File: src/rtl/fetch_pkg.sv
// -----------------------------------------------------------------------------
// fetch_pkg
// Shared types and defaults for the fetch redirect controller.
//   fetch_state_e  : controller FSM states (BOOT/RUN/HOLD/FLUSH)
//   redirect_src_e : which source won redirect arbitration this cycle
//   FETCH_EPOCH_W  : default width of the fetch epoch tag
// -----------------------------------------------------------------------------
package fetch_pkg;

    localparam int FETCH_EPOCH_W = 2;

    typedef enum logic [1:0] {
        BOOT  = 2'd0,
        RUN   = 2'd1,
        HOLD  = 2'd2,
        FLUSH = 2'd3
    } fetch_state_e;

    typedef enum logic [1:0] {
        NONE = 2'd0,
        DC   = 2'd1,
        EXE  = 2'd2
    } redirect_src_e;

endpackage : fetch_pkg

File: src/rtl/fetch_perf_counter.sv
// -----------------------------------------------------------------------------
// fetch_perf_counter
// 32-bit event counter that sticks at all-ones instead of wrapping.
// Ports:
//   clk     : clock, rising edge
//   rst     : synchronous active-high reset, clears the count
//   en_i    : count one event this cycle
//   count_o : current count
// -----------------------------------------------------------------------------
module fetch_perf_counter (
    input  logic        clk,
    input  logic        rst,
    input  logic        en_i,
    output logic [31:0] count_o
);

    logic [31:0] count_q;
    logic [31:0] count_d;

    always_comb begin
        count_d = count_q;
        if (en_i && (count_q != 32'hFFFF_FFFF)) begin
            count_d = count_q + 32'd1;
        end
    end

    always_ff @(posedge clk) begin
        if (rst) begin
            count_q <= 32'd0;
        end else begin
            count_q <= count_d;
        end
    end

    assign count_o = count_q;

endmodule : fetch_perf_counter

File: src/rtl/fetch_redirect_ctrl.sv
// -----------------------------------------------------------------------------
// fetch_redirect_ctrl
// Front-end fetch PC controller. Picks the next fetch address from the branch
// predictor, or from a DC/EXE mispredict redirect (EXE wins), stalls the
// fetch stream while the backend or fetch buffer cannot take more work, and
// tags every request with an epoch that advances on each redirect so stale
// responses can be recognised downstream.
//
// Optional feature: define FETCH_REDIRECT_PERF_EN to build the redirect and
// hold-cycle performance counters. Without it both counter outputs read 0.
//
// Ports:
//   clk, rst           : clock (rising edge), synchronous active-high reset
//   bpu_next_pc/jump   : predicted next PC and its taken flag
//   exe_mispredict/pc  : EXE redirect request and target (highest priority)
//   dc_mispredict/pc   : DC redirect request and target
//   stall, IM_ready    : backend stall, fetch buffer ready
//   fetch_pc/req       : address presented to IM and its valid
//   fetch_jump/epoch   : prediction tag and epoch tag for fetch_pc
//   kill               : drop the IM response returning this cycle
//   redirect_cnt       : number of redirect cycles (perf build only)
//   hold_cnt           : number of HOLD cycles (perf build only)
// -----------------------------------------------------------------------------
module fetch_redirect_ctrl
    import fetch_pkg::*;
#(
    parameter logic [31:0] RESET_PC = 32'h0000_0000,
    parameter int          EPOCH_W  = FETCH_EPOCH_W
) (
    input  logic               clk,
    input  logic               rst,
    input  logic [31:0]        bpu_next_pc,
    input  logic               bpu_jump,
    input  logic               exe_mispredict,
    input  logic [31:0]        exe_redirect_pc,
    input  logic               dc_mispredict,
    input  logic [31:0]        dc_redirect_pc,
    input  logic               stall,
    input  logic               IM_ready,
    output logic [31:0]        fetch_pc,
    output logic               fetch_req,
    output logic               fetch_jump,
    output logic [EPOCH_W-1:0] fetch_epoch,
    output logic               kill,
    output logic [31:0]        redirect_cnt,
    output logic [31:0]        hold_cnt
);

    fetch_state_e       state_q, state_d;
    logic [31:0]        pc_q, pc_d;
    logic [EPOCH_W-1:0] epoch_q, epoch_d;
    logic               jump_q, jump_d;

    redirect_src_e      redirect_src;
    logic [31:0]        redirect_target;
    logic               redirect;
    logic               hold_cond;

    // Redirect arbitration. BOOT has not issued anything yet, so there is
    // nothing to redirect away from and both requests are ignored.
    always_comb begin
        redirect_src    = NONE;
        redirect_target = pc_q;
        if (state_q != BOOT) begin
            if (exe_mispredict) begin
                redirect_src    = EXE;
                redirect_target = exe_redirect_pc;
            end else if (dc_mispredict) begin
                redirect_src    = DC;
                redirect_target = dc_redirect_pc;
            end
        end
    end

    assign redirect  = (redirect_src != NONE);
    assign hold_cond = stall | ~IM_ready;

    // Next-state logic. RUN, HOLD and FLUSH share one rule set: a redirect
    // always wins, otherwise a hold parks the PC, otherwise the PC advances to
    // the prediction. Advancing out of HOLD therefore also takes the
    // prediction presented in the release cycle.
    always_comb begin
        state_d = state_q;
        pc_d    = pc_q;
        epoch_d = epoch_q;
        jump_d  = jump_q;
        case (state_q)
            BOOT: begin
                state_d = RUN;
            end
            RUN, HOLD, FLUSH: begin
                if (redirect) begin
                    state_d = FLUSH;
                    pc_d    = redirect_target;
                    epoch_d = epoch_q + EPOCH_W'(1);
                    // A redirect target carries no prediction.
                    jump_d  = 1'b0;
                end else if (hold_cond) begin
                    state_d = HOLD;
                end else begin
                    state_d = RUN;
                    pc_d    = bpu_next_pc;
                    jump_d  = bpu_jump;
                end
            end
            default: begin
                state_d = BOOT;
            end
        endcase
    end

    always_ff @(posedge clk) begin
        if (rst) begin
            state_q <= BOOT;
            pc_q    <= RESET_PC;
            epoch_q <= '0;
            jump_q  <= 1'b0;
        end else begin
            state_q <= state_d;
            pc_q    <= pc_d;
            epoch_q <= epoch_d;
            jump_q  <= jump_d;
        end
    end

    // All outputs come straight from registered state. kill follows FLUSH so
    // back-to-back redirects keep killing for as long as FLUSH is re-entered.
    assign fetch_pc    = pc_q;
    assign fetch_req   = (state_q == RUN) || (state_q == FLUSH);
    assign fetch_jump  = jump_q;
    assign fetch_epoch = epoch_q;
    assign kill        = (state_q == FLUSH);

`ifdef FETCH_REDIRECT_PERF_EN
    fetch_perf_counter u_redirect_cnt (
        .clk     (clk),
        .rst     (rst),
        .en_i    (redirect),
        .count_o (redirect_cnt)
    );

    fetch_perf_counter u_hold_cnt (
        .clk     (clk),
        .rst     (rst),
        .en_i    (state_q == HOLD),
        .count_o (hold_cnt)
    );
`else
    assign redirect_cnt = 32'd0;
    assign hold_cnt     = 32'd0;
`endif

endmodule : fetch_redirect_ctrl

File: config.mk
export PLATFORM = sky130hd
export DESIGN_NAME = fetch_redirect_ctrl
export DESIGN_NICKNAME = d
export VERILOG_FILES = /design/src/rtl/fetch_pkg.sv /design/src/rtl/fetch_perf_counter.sv /design/src/rtl/fetch_redirect_ctrl.sv
export SDC_FILE = /design/constraint.sdc
export NUM_CORES = 1
export LEC_CHECK = 0
export ABC_AREA = 1
export BUFFER_PORTS_ARGS = -buffer_cell sky130_fd_sc_hd__buf_4
export CAP_MARGIN = 5
export CELL_PAD_IN_SITES_DETAIL_PLACEMENT = 0
export CELL_PAD_IN_SITES_GLOBAL_PLACEMENT = 1
export CORE_MARGIN = 10
export CORE_UTILIZATION = 27
export CTS_BUF_LIST = sky130_fd_sc_hd__clkbuf_16
export DETAILED_ROUTE_END_ITERATION = 16
export PLACE_DENSITY_LB_ADDON = 0.12
export SLEW_MARGIN = 10
export SYNTH_ARGS = -nofsm -noshare
export SYNTH_HDL_FRONTEND = slang
export SYNTH_SLANG_ARGS = --single-unit
File: constraint.sdc
create_clock -name clk -period 3.6 [get_ports clk]
set_input_delay 0.36 -clock clk [delete_from_list [all_inputs] [get_ports clk]]
set_output_delay 0.36 -clock clk [all_outputs]
set_load 0.05 [all_outputs]
* Word-level counts from Yosys, hierarchy flattened
Index checks and enable logic that the tools add are counted.
Operators by class: add/sub/neg operators 1, eq/ne operators 6, mux-type cells 13, bitwise gates (word level) 2, reductions and logical operators 8
Operators with widths (number):
- 2-to-1 mux 32 bit | 5
- 2-to-1 mux 2 bit | 4
- == test 2 bit, second input constant | 2
- case mux 2 bit (2 select lines) | 1
- AND reduction 2 bit | 2
- AND reduction 4 bit | 1
- nonzero test 2 bit | 2
- 2-to-1 mux 1 bit | 3
- != test 3 bit, second input constant | 1
- OR reduction 3 bit | 1
- adder 2 x 1 -> 2 bit, second input constant | 1
- == test 2 x 1 -> 1 bit, second input constant | 1
- zero test 2 bit | 1
- != test 2 x 1 -> 1 bit, second input constant | 1
- != test 2 bit, second input constant | 1
- logical OR 1 bit | 1
- inverter 1 bit | 1
- OR 1 bit | 1
Word-level totals: bits in registers 37, input bits 103, output and inout bits 101, logic and storage cells 34

* Longest topological paths before layout
word-level depth 6, depth in mapped cells 9, depth with buffers taken out 7

* Worst setup path after synthesis
No wires, ideal clock.
path kind input-to-reg, start point input exe_mispredict, end point register pc_q[12], in the netlist fetch_pc[12], setup time 0.113 ns, arrival 1.214 ns, required time 3.487 ns, path slack 2.273 ns, cell stages on the path 8, buffers on the path 2, cells stage by stage buf_4 clkinv_2 nand2_2 o21ai_4 buf_2 nand2_1 nand2_1 nor2_1
On the way: word-level cells in the longest chain between the ends 5, elaborated cells on any way between the ends 10, classes of those cells eq/ne (3); mux (5); reduce/logical (2)
RTL lines:
- start, declared | RTL line fetch_redirect_ctrl.sv:34 | input logic exe_mispredict,
- 2-to-1 mux 2 bit | RTL line fetch_redirect_ctrl.sv:65 | if (exe_mispredict) begin
- 2-to-1 mux 2 bit | RTL line fetch_redirect_ctrl.sv:64 | if (state_q != BOOT) begin
- nonzero test 2 bit | RTL line fetch_redirect_ctrl.sv:75 | assign redirect = (redirect_src != NONE);
- != test 3 bit (no line), or another cell as far along
- AND reduction 4 bit (no line)
- end signal, assigned | RTL line fetch_redirect_ctrl.sv:120 | pc_q <= pc_d;
- end, declared | RTL line fetch_redirect_ctrl.sv:50 | logic [31:0] pc_q, pc_d;
Parallel ways exist; a longest one is shown, timed or not. The select of a mux whose other input is x is not followed. A chain may end at the register's enable or synchronous reset.

* Final worst setup path
start point input exe_mispredict, end point register pc_q[18], in the netlist fetch_pc[18]
The elaborated chain is that of the path after synthesis.

==> results.sh <==
export IMPL_finalClockSkew_ns=0.00655
export IMPL_detailroute_via_count=2948
export IMPL_worst_ep_arrival_time_ns=2.12
export IMPL_source_to_sink_clock_delay_at_the_later_pin_of_the_worst_skew_pair_ns=0.28
export IMPL_htree_num_levels=2
export IMPL_combinationalPowerShare_pct=42.0
export IMPL_crit_top_cell="nor2_1"
export IMPL_cp_cell_sequence="buf_4, nor2_1, nor2_2, buf_4, nand2_1, nand2_1, nor2_1, nor2_1"
export IMPL_placement_rows=37
export IMPL_pre_cts_setup_slack_ns=1.27
export IMPL_groute_usage_overall_pct=12.6
export IMPL_synth_seq_area_share_pct=26.3
export IMPL_power_clock_fraction_pct=29.7
export IMPL_synthesis_area_per_instance_um2=5.53
export IMPL_fillCellCount=1187
export IMPL_antenna_found_initial=0
export IMPL_timing_setup_tns_ns=0
export IMPL_worst_slew_pin_transition_ns=1.12
export IMPL_unrepaired_setup_endpoints_after_global_routing="false"
export IMPL_cts_post_setup_buffers_inserted=0
export IMPL_cts_hold_fix_buffers=0
export IMPL_seq_power_share_pct=28.3
export IMPL_post_synth_inst_count=510
export IMPL_drv_slew=0
export IMPL_drv_cap=0
export IMPL_dp_cells=765
export IMPL_yosys_register_bits=37
export IMPL_drt_vias_per_instance=3.81
export IMPL_nets=739
export IMPL_post_route_worst_setup_slack_ns=1.70
export IMPL_floorplan_io_pins=204
export IMPL_worstHoldPathType="input pin to flop"
export IMPL_drtPass1Iterations=4
export IMPL_yosysUniqueCellTypes=18
export IMPL_achievable_frequency_mhz=525
export IMPL_r2r_cells=7
export IMPL_core_um2=10200
export IMPL_worstPathBufferInverterCount=2
export IMPL_total_leakage_power_nw=2.36
export IMPL_routed_wl_um=10200
export IMPL_crit_path_max_fanout=34
export IMPL_most_common_layout_cells="264 x nand2_1, 143 x buf_4, 69 x nor2_1"
export IMPL_number_of_global_route_vias_before_repair=2952
export IMPL_required_ns=3.82
export IMPL_place_area_um2=3710
export IMPL_kind_of_cell_adding_the_most_delay_to_the_critical_path="simple AND/OR/NAND/NOR gates"
export IMPL_port_buffer_count=139
export IMPL_fp_dieW_um=122
export IMPL_worst_setup_hold_path_clk_slew_ns=0.06
export IMPL_dr_first_iter_drc_count=135
export IMPL_slew_headroom_pct=25.0
export IMPL_critPathCaptureType="flop"
export IMPL_place_hpwl_um=8000
export IMPL_timing_final_crit_share_pct=52.9
export IMPL_place_gp_congestion=0.771
export IMPL_antenna_cells_inserted=0
export IMPL_cts_resized=0
export IMPL_worst_hold_path_cells=2
export IMPL_cts_tree="yes"
export IMPL_cell_type_of_the_slowest_stage_on_the_worst_timing_path="nor2_2"
export IMPL_die_h_um=122
export IMPL_drt_drc_violations_left=0
export IMPL_number_of_cells_in_the_finished_layout_apart_from_fillers=773
export IMPL_setup_viol_count_final=0
export IMPL_timing_critical_path_slowest_cell_delay_ns=0.57
export IMPL_grt_max_degree=36
export IMPL_wire_length_of_the_first_global_routing_pass_um=15300
export IMPL_grt_overflow_total=0
export IMPL_total_switching_power_w=0.000718
export IMPL_die_area_um2=14900
export IMPL_cts_max_path_buffers=2
export IMPL_kind_of_critical_path="input pin to flop"
export IMPL_endpoints_failing_hold=0
export IMPL_timing_critical_path_depth=8
export IMPL_layout_drive_gt1_share_pct=24.5
export IMPL_area_delta_synth_final_pct=37.5
export IMPL_root_buffer="clkbuf_16"
export IMPL_startpoint_kind_of_the_worst_setup_timing_path="input pin"
export IMPL_layout_min_cycle_time_ns=1.90
export IMPL_p_per_area_nw_per_um2=440
export IMPL_final_area_um2=3880
export IMPL_most_common_library_cell_in_the_layout_ignoring_fill_and_taps="nand2_1"
export IMPL_cts_buffers=5
export IMPL_synth_area_um2=2820
export IMPL_synth_warnings=0
export IMPL_power_switching_share_pct=42.0
export IMPL_p_int_w=0.000991
export IMPL_cts_sinks=37
export IMPL_multi_input_logic_area_um2=1570
export IMPL_initial_core_util_pct=27.6
export IMPL_final_seq_area_um2=741
export IMPL_vdd_ir_drop_worst_mv=0.210
export IMPL_drt_antenna_violating_nets=0
export IMPL_post_drt_wl_per_cell_um=13.2
export IMPL_outcome="finished clean"
cell families after synthesis:
logic type      count (synthesis)  share of synthesized area [%]
simple gates                  336                           44.9
buf+inv                       128                           26.6
flops                          37                           26.3
compound gates                  7                           1.82
xor+xnor                        1                          0.310
other cells                     1                          0.133
registers in the layout, indices dropped and copies added, names as in the netlist:
| name | cells |
|---|---|
| fetch_jump | 1 |
| fetch_epoch | 2 |
| fetch_pc | 32 |
| state_q | 2 |
power groups by stage:
stage	combinational, W	clock [W]	sequential, W
floorplan	0.000417	0	0.000639
global placement	0.000720	0	0.000492
detailed placement	0.000721	0	0.000493
CTS	0.000723	0.000520	0.000484
global route	0.000783	0.000543	0.000490
finish	0.000718	0.000508	0.000483
per-layer routing:
metal / track usage [%] / vias to the layer above / part of all wire (%)
met5: 0 / - / 0
met4: 1.99 / 0 / 0.37
met3: 4.96 / 2 / 9.2
met2: 22.6 / 102 / 49
met1: 14.1 / 1244 / 41
li1: - / 1600 / -
final cells by class:
type | count | area share [%]
Clock buffer | 5 | 3.22
Clock inverter | 3 | 1.19
Inverter | 41 | 4.00
Multi-Input combinational cell | 408 | 40.4
Sequential cell | 37 | 19.1
Tap cell | 136 | 4.39
Timing Repair Buffer | 143 | 27.7
cell usage after synthesis (all sizes together):
master,n,share of area [%]
dfxtp,37,26
nor2,70,9.4
xor2,1,0.31
o21ai,2,0.75
buf,77,20
inv,39,5.2
clkinv,2,0.31
clkbuf,10,1.3
o31ai,1,0.27
nand2,266,35
a21oi,3,0.53
conb,1,0.13
a211oi,1,0.27
stage by stage:
step	utilization, %	total power [W]	hold WS (ns)
final	37.9	0.00171	0.282
after global routing	37.9	0.00181	0.274
after CTS	37.9	0.00173	0.276
after detailed placement	36.2	0.00121	0.482
after global placement	36.2	0.00121	0.469
after floorplan	-	0.00106	0.429
worst paths after layout:
| path | slack [ns] | end | start |
|---|---|---|---|
| worst min register to register | 0.50 | fetch_epoch[0] | fetch_epoch[0] |
| worst min-delay path | 0.28 | fetch_epoch[1] | rst |
| worst max register to register | 1.78 | fetch_pc[18] | state_q[0] |
| worst max-delay path | 1.70 | fetch_pc[18] | exe_mispredict |
No activity file was read; power rests on OpenSTA's default activity.
